[src/rtl/timer_pkg.sv]
// Shared key codes, state encoding and load-timing defaults for the
// keypad-side countdown timer loader.
package timer_pkg;

  localparam int unsigned NIB_W  = 4;
  localparam int unsigned WORD_W = 3 * NIB_W;

  localparam logic [NIB_W-1:0] KEY_START = 4'hA;
  localparam logic [NIB_W-1:0] KEY_STOP  = 4'hB;
  localparam logic [NIB_W-1:0] KEY_CLEAR = 4'hC;

  localparam int unsigned LOAD_CYCLES_DEF = 2;
  localparam int unsigned GAP_CYCLES_DEF  = 2;

  typedef enum logic [2:0] {
    ST_ENTRY,
    ST_SETUP,
    ST_LOW,
    ST_GAP,
    ST_RUN,
    ST_PAUSE
  } state_e;

  // Digit index 0 is the minutes nibble, sent first.
  function automatic logic [NIB_W-1:0] digit_sel(input logic [WORD_W-1:0] word,
                                                 input logic [1:0]        idx);
    case (idx)
      2'd0:    return word[11:8];
      2'd1:    return word[7:4];
      default: return word[3:0];
    endcase
  endfunction

endpackage

[src/rtl/timer_load_serializer.sv]
// Drives the timer's serial load port: SETUP, LOW and GAP phases per digit,
// three digits per word, with abort and a finished pulse in the last GAP cycle.
module timer_load_serializer
  import timer_pkg::*;
#(
  parameter int unsigned LOAD_CYCLES = LOAD_CYCLES_DEF,
  parameter int unsigned GAP_CYCLES  = GAP_CYCLES_DEF
) (
  input  logic              clock,
  input  logic              clrn,
  input  logic              go_i,
  input  logic              abort_i,
  input  logic [WORD_W-1:0] word_i,
  output logic [NIB_W-1:0]  data_o,
  output logic              loadn_o,
  output logic              busy_o,
  output logic              fin_o
);

  localparam int unsigned CNT_W = 8;

  state_e             state_q, state_d;
  logic [1:0]         idx_q, idx_d;
  logic [CNT_W-1:0]   cnt_q, cnt_d;
  logic [WORD_W-1:0]  word_q, word_d;
  logic [NIB_W-1:0]   data_q, data_d;
  logic               loadn_q, loadn_d;
  logic               busy_q, busy_d;
  logic               fin_q, fin_d;

  always_ff @(posedge clock or negedge clrn) begin
    if (!clrn) begin
      state_q <= ST_ENTRY;
      idx_q   <= '0;
      cnt_q   <= '0;
      word_q  <= '0;
      data_q  <= '0;
      loadn_q <= 1'b1;
      busy_q  <= 1'b0;
      fin_q   <= 1'b0;
    end else begin
      state_q <= state_d;
      idx_q   <= idx_d;
      cnt_q   <= cnt_d;
      word_q  <= word_d;
      data_q  <= data_d;
      loadn_q <= loadn_d;
      busy_q  <= busy_d;
      fin_q   <= fin_d;
    end
  end

  // fin is raised so that it is visible during the final GAP cycle.
  always_comb begin
    state_d = state_q;
    idx_d   = idx_q;
    cnt_d   = cnt_q;
    word_d  = word_q;
    data_d  = data_q;
    loadn_d = loadn_q;
    busy_d  = busy_q;
    fin_d   = 1'b0;
    if (abort_i) begin
      state_d = ST_ENTRY;
      loadn_d = 1'b1;
      busy_d  = 1'b0;
    end else begin
      case (state_q)
        ST_ENTRY: begin
          if (go_i) begin
            word_d  = word_i;
            idx_d   = 2'd0;
            data_d  = digit_sel(word_i, 2'd0);
            loadn_d = 1'b1;
            busy_d  = 1'b1;
            state_d = ST_SETUP;
          end
        end
        ST_SETUP: begin
          state_d = ST_LOW;
          loadn_d = 1'b0;
          cnt_d   = '0;
        end
        ST_LOW: begin
          if (cnt_q == CNT_W'(LOAD_CYCLES - 1)) begin
            state_d = ST_GAP;
            loadn_d = 1'b1;
            cnt_d   = '0;
            fin_d   = (idx_q == 2'd2) && (GAP_CYCLES == 1);
          end else begin
            cnt_d = cnt_q + 1'b1;
          end
        end
        ST_GAP: begin
          if (cnt_q == CNT_W'(GAP_CYCLES - 1)) begin
            if (idx_q == 2'd2) begin
              state_d = ST_ENTRY;
              busy_d  = 1'b0;
            end else begin
              idx_d   = idx_q + 2'd1;
              data_d  = digit_sel(word_q, idx_q + 2'd1);
              state_d = ST_SETUP;
            end
          end else begin
            cnt_d = cnt_q + 1'b1;
            fin_d = (idx_q == 2'd2) && (cnt_q == CNT_W'(GAP_CYCLES - 2));
          end
        end
        default: state_d = ST_ENTRY;
      endcase
    end
  end

  assign data_o  = data_q;
  assign loadn_o = loadn_q;
  assign busy_o  = busy_q;
  assign fin_o   = fin_q;

endmodule

[src/rtl/timer_key_loader.sv]
// Keypad controller: collects M:SS digits, validates them, loads the timer
// through the serializer and handles start/pause/resume/zero.
module timer_key_loader
  import timer_pkg::*;
#(
  parameter int unsigned LOAD_CYCLES = LOAD_CYCLES_DEF,
  parameter int unsigned GAP_CYCLES  = GAP_CYCLES_DEF
) (
  input  logic             clock,
  input  logic             clrn,
  input  logic [NIB_W-1:0] key,
  input  logic             key_valid,
  input  logic             zero,
  output logic [NIB_W-1:0] data,
  output logic             loadn,
  output logic             enable,
  output logic             busy,
  output logic [1:0]       digit_cnt,
  output logic             err,
  output logic             done
);

  // ST_SETUP here means "serializer owns the load port".
  state_e            state_q, state_d;
  logic [WORD_W-1:0] buf_q, buf_d;
  logic [1:0]        digit_cnt_q, digit_cnt_d;
  logic              enable_q, enable_d;
  logic              err_q, err_d;
  logic              done_q, done_d;
  logic              go_q, go_d;
  logic              abort_c;
  logic              ser_fin;

  assign abort_c = key_valid && (key == KEY_CLEAR) && (state_q == ST_SETUP);

  timer_load_serializer #(
    .LOAD_CYCLES (LOAD_CYCLES),
    .GAP_CYCLES  (GAP_CYCLES)
  ) u_ser (
    .clock   (clock),
    .clrn    (clrn),
    .go_i    (go_q),
    .abort_i (abort_c),
    .word_i  (buf_q),
    .data_o  (data),
    .loadn_o (loadn),
    .busy_o  (busy),
    .fin_o   (ser_fin)
  );

  always_ff @(posedge clock or negedge clrn) begin
    if (!clrn) begin
      state_q     <= ST_ENTRY;
      buf_q       <= '0;
      digit_cnt_q <= '0;
      enable_q    <= 1'b0;
      err_q       <= 1'b0;
      done_q      <= 1'b0;
      go_q        <= 1'b0;
    end else begin
      state_q     <= state_d;
      buf_q       <= buf_d;
      digit_cnt_q <= digit_cnt_d;
      enable_q    <= enable_d;
      err_q       <= err_d;
      done_q      <= done_d;
      go_q        <= go_d;
    end
  end

  always_comb begin
    state_d     = state_q;
    buf_d       = buf_q;
    digit_cnt_d = digit_cnt_q;
    enable_d    = enable_q;
    err_d       = 1'b0;
    done_d      = 1'b0;
    go_d        = 1'b0;
    case (state_q)
      ST_ENTRY: begin
        if (key_valid) begin
          if (key < 4'd10) begin
            buf_d = {buf_q[7:0], key};
            if (digit_cnt_q != 2'd3) digit_cnt_d = digit_cnt_q + 2'd1;
          end else if (key == KEY_CLEAR) begin
            buf_d       = '0;
            digit_cnt_d = '0;
          end else if (key == KEY_START) begin
            if ((buf_q[7:4] > 4'd5) || (buf_q == '0)) begin
              err_d = 1'b1;
            end else begin
              go_d    = 1'b1;
              state_d = ST_SETUP;
            end
          end
        end
      end
      ST_SETUP: begin
        if (abort_c) begin
          buf_d       = '0;
          digit_cnt_d = '0;
          state_d     = ST_ENTRY;
        end else if (ser_fin) begin
          enable_d = 1'b1;
          state_d  = ST_RUN;
        end
      end
      ST_RUN: begin
        // zero has priority over a coincident STOP or CLEAR.
        if (zero) begin
          enable_d    = 1'b0;
          done_d      = 1'b1;
          buf_d       = '0;
          digit_cnt_d = '0;
          state_d     = ST_ENTRY;
        end else if (key_valid && (key == KEY_STOP)) begin
          enable_d = 1'b0;
          state_d  = ST_PAUSE;
        end else if (key_valid && (key == KEY_CLEAR)) begin
          enable_d    = 1'b0;
          buf_d       = '0;
          digit_cnt_d = '0;
          state_d     = ST_ENTRY;
        end
      end
      ST_PAUSE: begin
        if (key_valid && (key == KEY_START)) begin
          enable_d = 1'b1;
          state_d  = ST_RUN;
        end else if (key_valid && (key == KEY_CLEAR)) begin
          buf_d       = '0;
          digit_cnt_d = '0;
          state_d     = ST_ENTRY;
        end
      end
      default: state_d = ST_ENTRY;
    endcase
  end

  assign enable    = enable_q;
  assign digit_cnt = digit_cnt_q;
  assign err       = err_q;
  assign done      = done_q;

endmodule

[config.mk]
export PLATFORM = sky130hd
export DESIGN_NAME = timer_key_loader
export DESIGN_NICKNAME = d
export VERILOG_FILES = /design/src/rtl/timer_pkg.sv /design/src/rtl/timer_load_serializer.sv /design/src/rtl/timer_key_loader.sv
export SDC_FILE = /design/constraint.sdc
export NUM_CORES = 1
export LEC_CHECK = 0
export ABC_AREA = 1
export CAP_MARGIN = 10
export CORE_ASPECT_RATIO = 1.4
export CORE_MARGIN = 4
export CORE_UTILIZATION = 25
export DETAILED_ROUTE_END_ITERATION = 10
export PLACE_DENSITY = 0.41
export SLEW_MARGIN = 20
export SYNTH_ARGS = -nofsm -noshare
export SYNTH_HDL_FRONTEND = slang
export SYNTH_SLANG_ARGS = --single-unit
[constraint.sdc]
create_clock -name clock -period 4.33 [get_ports clock]
set_input_delay 0.866 -clock clock [delete_from_list [all_inputs] [get_ports clock]]
set_output_delay 0.866 -clock clock [all_outputs]
set_load 0.01 [all_outputs]
==> impl_metrics.tcl <==
set metrics [dict create \
    routabilityCongestion 0.798 \
    slowest_delay_ns 0.55 \
    holdPathEnd "u_ser.loadn_o$_DFFE_PN1P_" \
    num_antenna_cells 0 \
    ys_types 32 \
    synthMostInstantiatedCell "nand2_1" \
    hold_path.class "reg -> reg" \
    drc 0 \
    die_y_um 143 \
    cts_sinks 52 \
    worstHoldStart "u_ser.loadn_o$_DFFE_PN1P_" \
    ir_worst_vdd_mv 0.198 \
    worstHoldPathCells 2 \
    powerDensity_mw_per_mm2 516 \
    total_power_mw 1.92 \
    r2r-end "u_ser.data_o[0]$_DFFE_PN0P_" \
    slew_headroom 0.493 \
    clk_latency_ns 0.29 \
    cts_tree "built" \
    hold_viol 0 \
    crit_chain "clkdlybuf4s50_1 > nand2_1 > nor2_2 > nand2_2 > nand2_1 > nand2_1 > nor2_4 > nand3_2 > nand2_1 > nand2_1" \
    hold_ws_ns 0.478 \
    synthTopCellsByCount "nand2_1 (138), nand3_1 (67), inv_1 (55)" \
    synth_top_cell_by_area "dfrtp_1" \
    yosys-top-cells-area "dfrtp_1 (39%), nand2_1 (16%), nand3_1 (10%)" \
    track_usage 0.119 \
    cap_viol_max_count 0 \
    min_period_ns 2.67 \
    cp_top_family "simple AND/OR/NAND/NOR gates" \
    status "finished, final reports clean" \
    numPortBuffers 18 \
    initial_core_util 0.255 \
    io_pins 19 \
    clockBufferDepth 2 \
    syn_area_mm2 0.00327 \
    fin_nets 497 \
    max_clock_freq_ghz 0.374 \
    startpoint_type "primary input" \
    rsz0062_at_grt "false" \
    syn_area_per_cell_um2 7.01 \
    final_cells 632 \
    grt_pass1_vias 2890 \
    clk_pin_slew_worst_paths_ns 0.07 \
    critical_path_class "in -> reg" \
    worstPathRequired_ns 4.52 \
    dieArea_mm2 0.0150 \
    ctsHoldBuffers 0 \
    dr.pass1.iters 5 \
    antenna_found_initial 0 \
    synthFlopType "dfrtp_1" \
    cp-end-kind "register" \
    setup_violations 0 \
    cts_root_buffer "clkbuf_16" \
    tns_ns 0 \
    viasPerCell 4.66 \
    yosysSeqAreaShare 0.399 \
    grt_overflow 0 \
    grt_max_degree 34 \
    critPathMaxFanout 33 \
    crit_slowest_cell "clkdlybuf4s50_1" \
    drv_slew 0 \
    cp_common_cell "nand2_1" \
    routed_wl_mm 8.33 \
    grt_pass1_wl_mm 14.5 \
    min_period_over_period 0.618 \
    synth.top_cell.area_share 0.391 \
    coreArea_mm2 0.0128 \
    cts_resized 0 \
    synthesis.nets 485 \
    cts_buffers 5 \
    yosys_warnings 0 \
    dp_hpwl_mm 6.05 \
    cts_htree_levels 2 \
    synth_edf_count 0 \
    path_buf_inv 1 \
    avgRoutedWirePerCell_um 13.2 \
    drive_gt1_frac 0.0647 \
    ff2ff_setup_slack_ns 2.28 \
    r2r-start "u_ser.state_q[1]$_DFFE_PN0P_" \
    ys_ff_latch 52 \
    syn2layout_area_growth_pct 13.9 \
    skew_ns 0.00624 \
    p_leak_nw 1.86 \
    dp_cells 624 \
    syn_inst 466 \
    first_iter_violations 120 \
    worstRegToRegCells 11 \
    post_cts_buffers 0 \
    ant_nets 0 \
    async_flop_share 1.00 \
    die_w_um 105 \
    tightest_slew_ns 0.759 \
    rows 49 \
    num_vias 2948 \
    arrival_ns 2.86 \
]
==> layer usage <==
| layer | part of all wire | wire, um | vias to the layer above | global-route usage |
|---|---|---|---|---|
| met3 | 0.037 | 309 | 7 | 0.0208 |
| met2 | 0.50 | 4140 | 51 | 0.216 |
| met4 | 0.015 | 123 | 0 | 0.0415 |
| met1 | 0.45 | 3760 | 1361 | 0.141 |
| met5 | 0 | 0 | - | 0 |
| li1 | - | - | 1529 | - |
==> state kept, by name, indices dropped and copies added (netlist names) <==
| name | cells |
|---|---|
| u_ser.fin_o | 1 |
| enable | 1 |
| go_q | 1 |
| state_q | 3 |
| u_ser.loadn_o | 1 |
| u_ser.data_o | 4 |
| u_ser.state_q | 2 |
| u_ser.word_q | 12 |
| err | 1 |
| u_ser.idx_q | 2 |
| buf_q | 12 |
| done | 1 |
| digit_cnt | 2 |
| u_ser.cnt_q | 8 |
| u_ser.busy_o | 1 |
==> through the flow <==
| stage | setup slack [ns] | cell area (um^2) | utilization |
|---|---|---|---|
| 6_report | 1.66 | 3720 | 0.290 |
| 5_1_grt | 1.42 | 3720 | 0.290 |
| 4_1_cts | 1.67 | 3720 | 0.290 |
| 3_5_place_dp | 1.36 | 3570 | 0.279 |
| 3_3_place_gp | 1.40 | 3570 | 0.279 |
| 2_1_floorplan | 2.52 | 3270 | - |
==> how the worst max path moves through the flow <==
| stage | endpoint | start | cells after the start | slack [ns] |
|---|---|---|---|---|
| global route | buf_q[11]$_DFFE_PN0P_ | key[3] | 10 | 1.42 |
| detailed placement | buf_q[7]$_DFFE_PN0P_ | key[3] | 10 | 1.36 |
| CTS | buf_q[11]$_DFFE_PN0P_ | key[3] | 10 | 1.67 |
| finish | buf_q[11]$_DFFE_PN0P_ | key[3] | 10 | 1.66 |
| floorplan | buf_q[0]$_DFFE_PN0P_ | zero | 9 | 2.52 |
| global placement | buf_q[3]$_DFFE_PN0P_ | key[3] | 10 | 1.40 |
==> cell type report <==
cell class              count  area, um^2
fillers                  1420        9090
multi-input cells         337        1660
clock buffers               6         139
clock inverters             2        10.0
repair buffers             19         183
inverters                  63         236
flip-flops and latches     52        1300
well taps                 153         191
==> logic make-up after synthesis <==
group,count (synthesis),share of synthesized area
AND/OR/NAND/NOR,275,0.378
buffers and inverters,77,0.0934
other,1,0.00115
flip-flops,52,0.399
adder cells (fa/ha/maj),11,0.0421
XOR/XNOR,2,0.00536
AO/OA/AOI/OAI,48,0.0812
==> where the power goes <==
group	internal, mW	leakage [nW]	switching [mW]	total [mW]
clock	0.229	0.0766	0.183	0.412
combinational	0.297	1.09	0.485	0.782
sequential	0.600	0.699	0.127	0.727
total	1.13	1.86	0.795	1.92
==> placed cells by master, fill, tap and decap left out <==
master	netlist	routed
nand2_1	138	138
nand3_1	67	67
inv_1	55	55
dfrtp_1	51	51
nor2_1	32	32
nand4_1	17	17
o21ai_1	17	17
o21ai_0	17	17
clkdlybuf4s50_1	0	17
ha_1	11	11
inv_2	7	7
o211ai_1	7	7
nor3_1	5	5
clkbuf_16	0	5
nand2_2	4	4
a21oi_1	4	4
nor2_2	3	3
nor2_4	3	3
nand3_2	2	2
xor2_1	2	2
nand3b_1	2	2
clkinv_2	0	2
nand2_4	1	1
nor3b_1	1	1
o31ai_1	1	1
o2111ai_1	1	1
clkinv_1	1	1
o22ai_1	1	1
clkbuf_8	0	1
buf_2	4	1
buf_4	1	1
conb_1	1	1
dfstp_2	1	1
==> worst min-delay path, stage by stage, from the launching register on <==
cell and delay [ns]:
dfstp_2 0.37, nand2_1 0.05, o21ai_1 0.05
No activity file was read; power rests on OpenSTA's default activity.
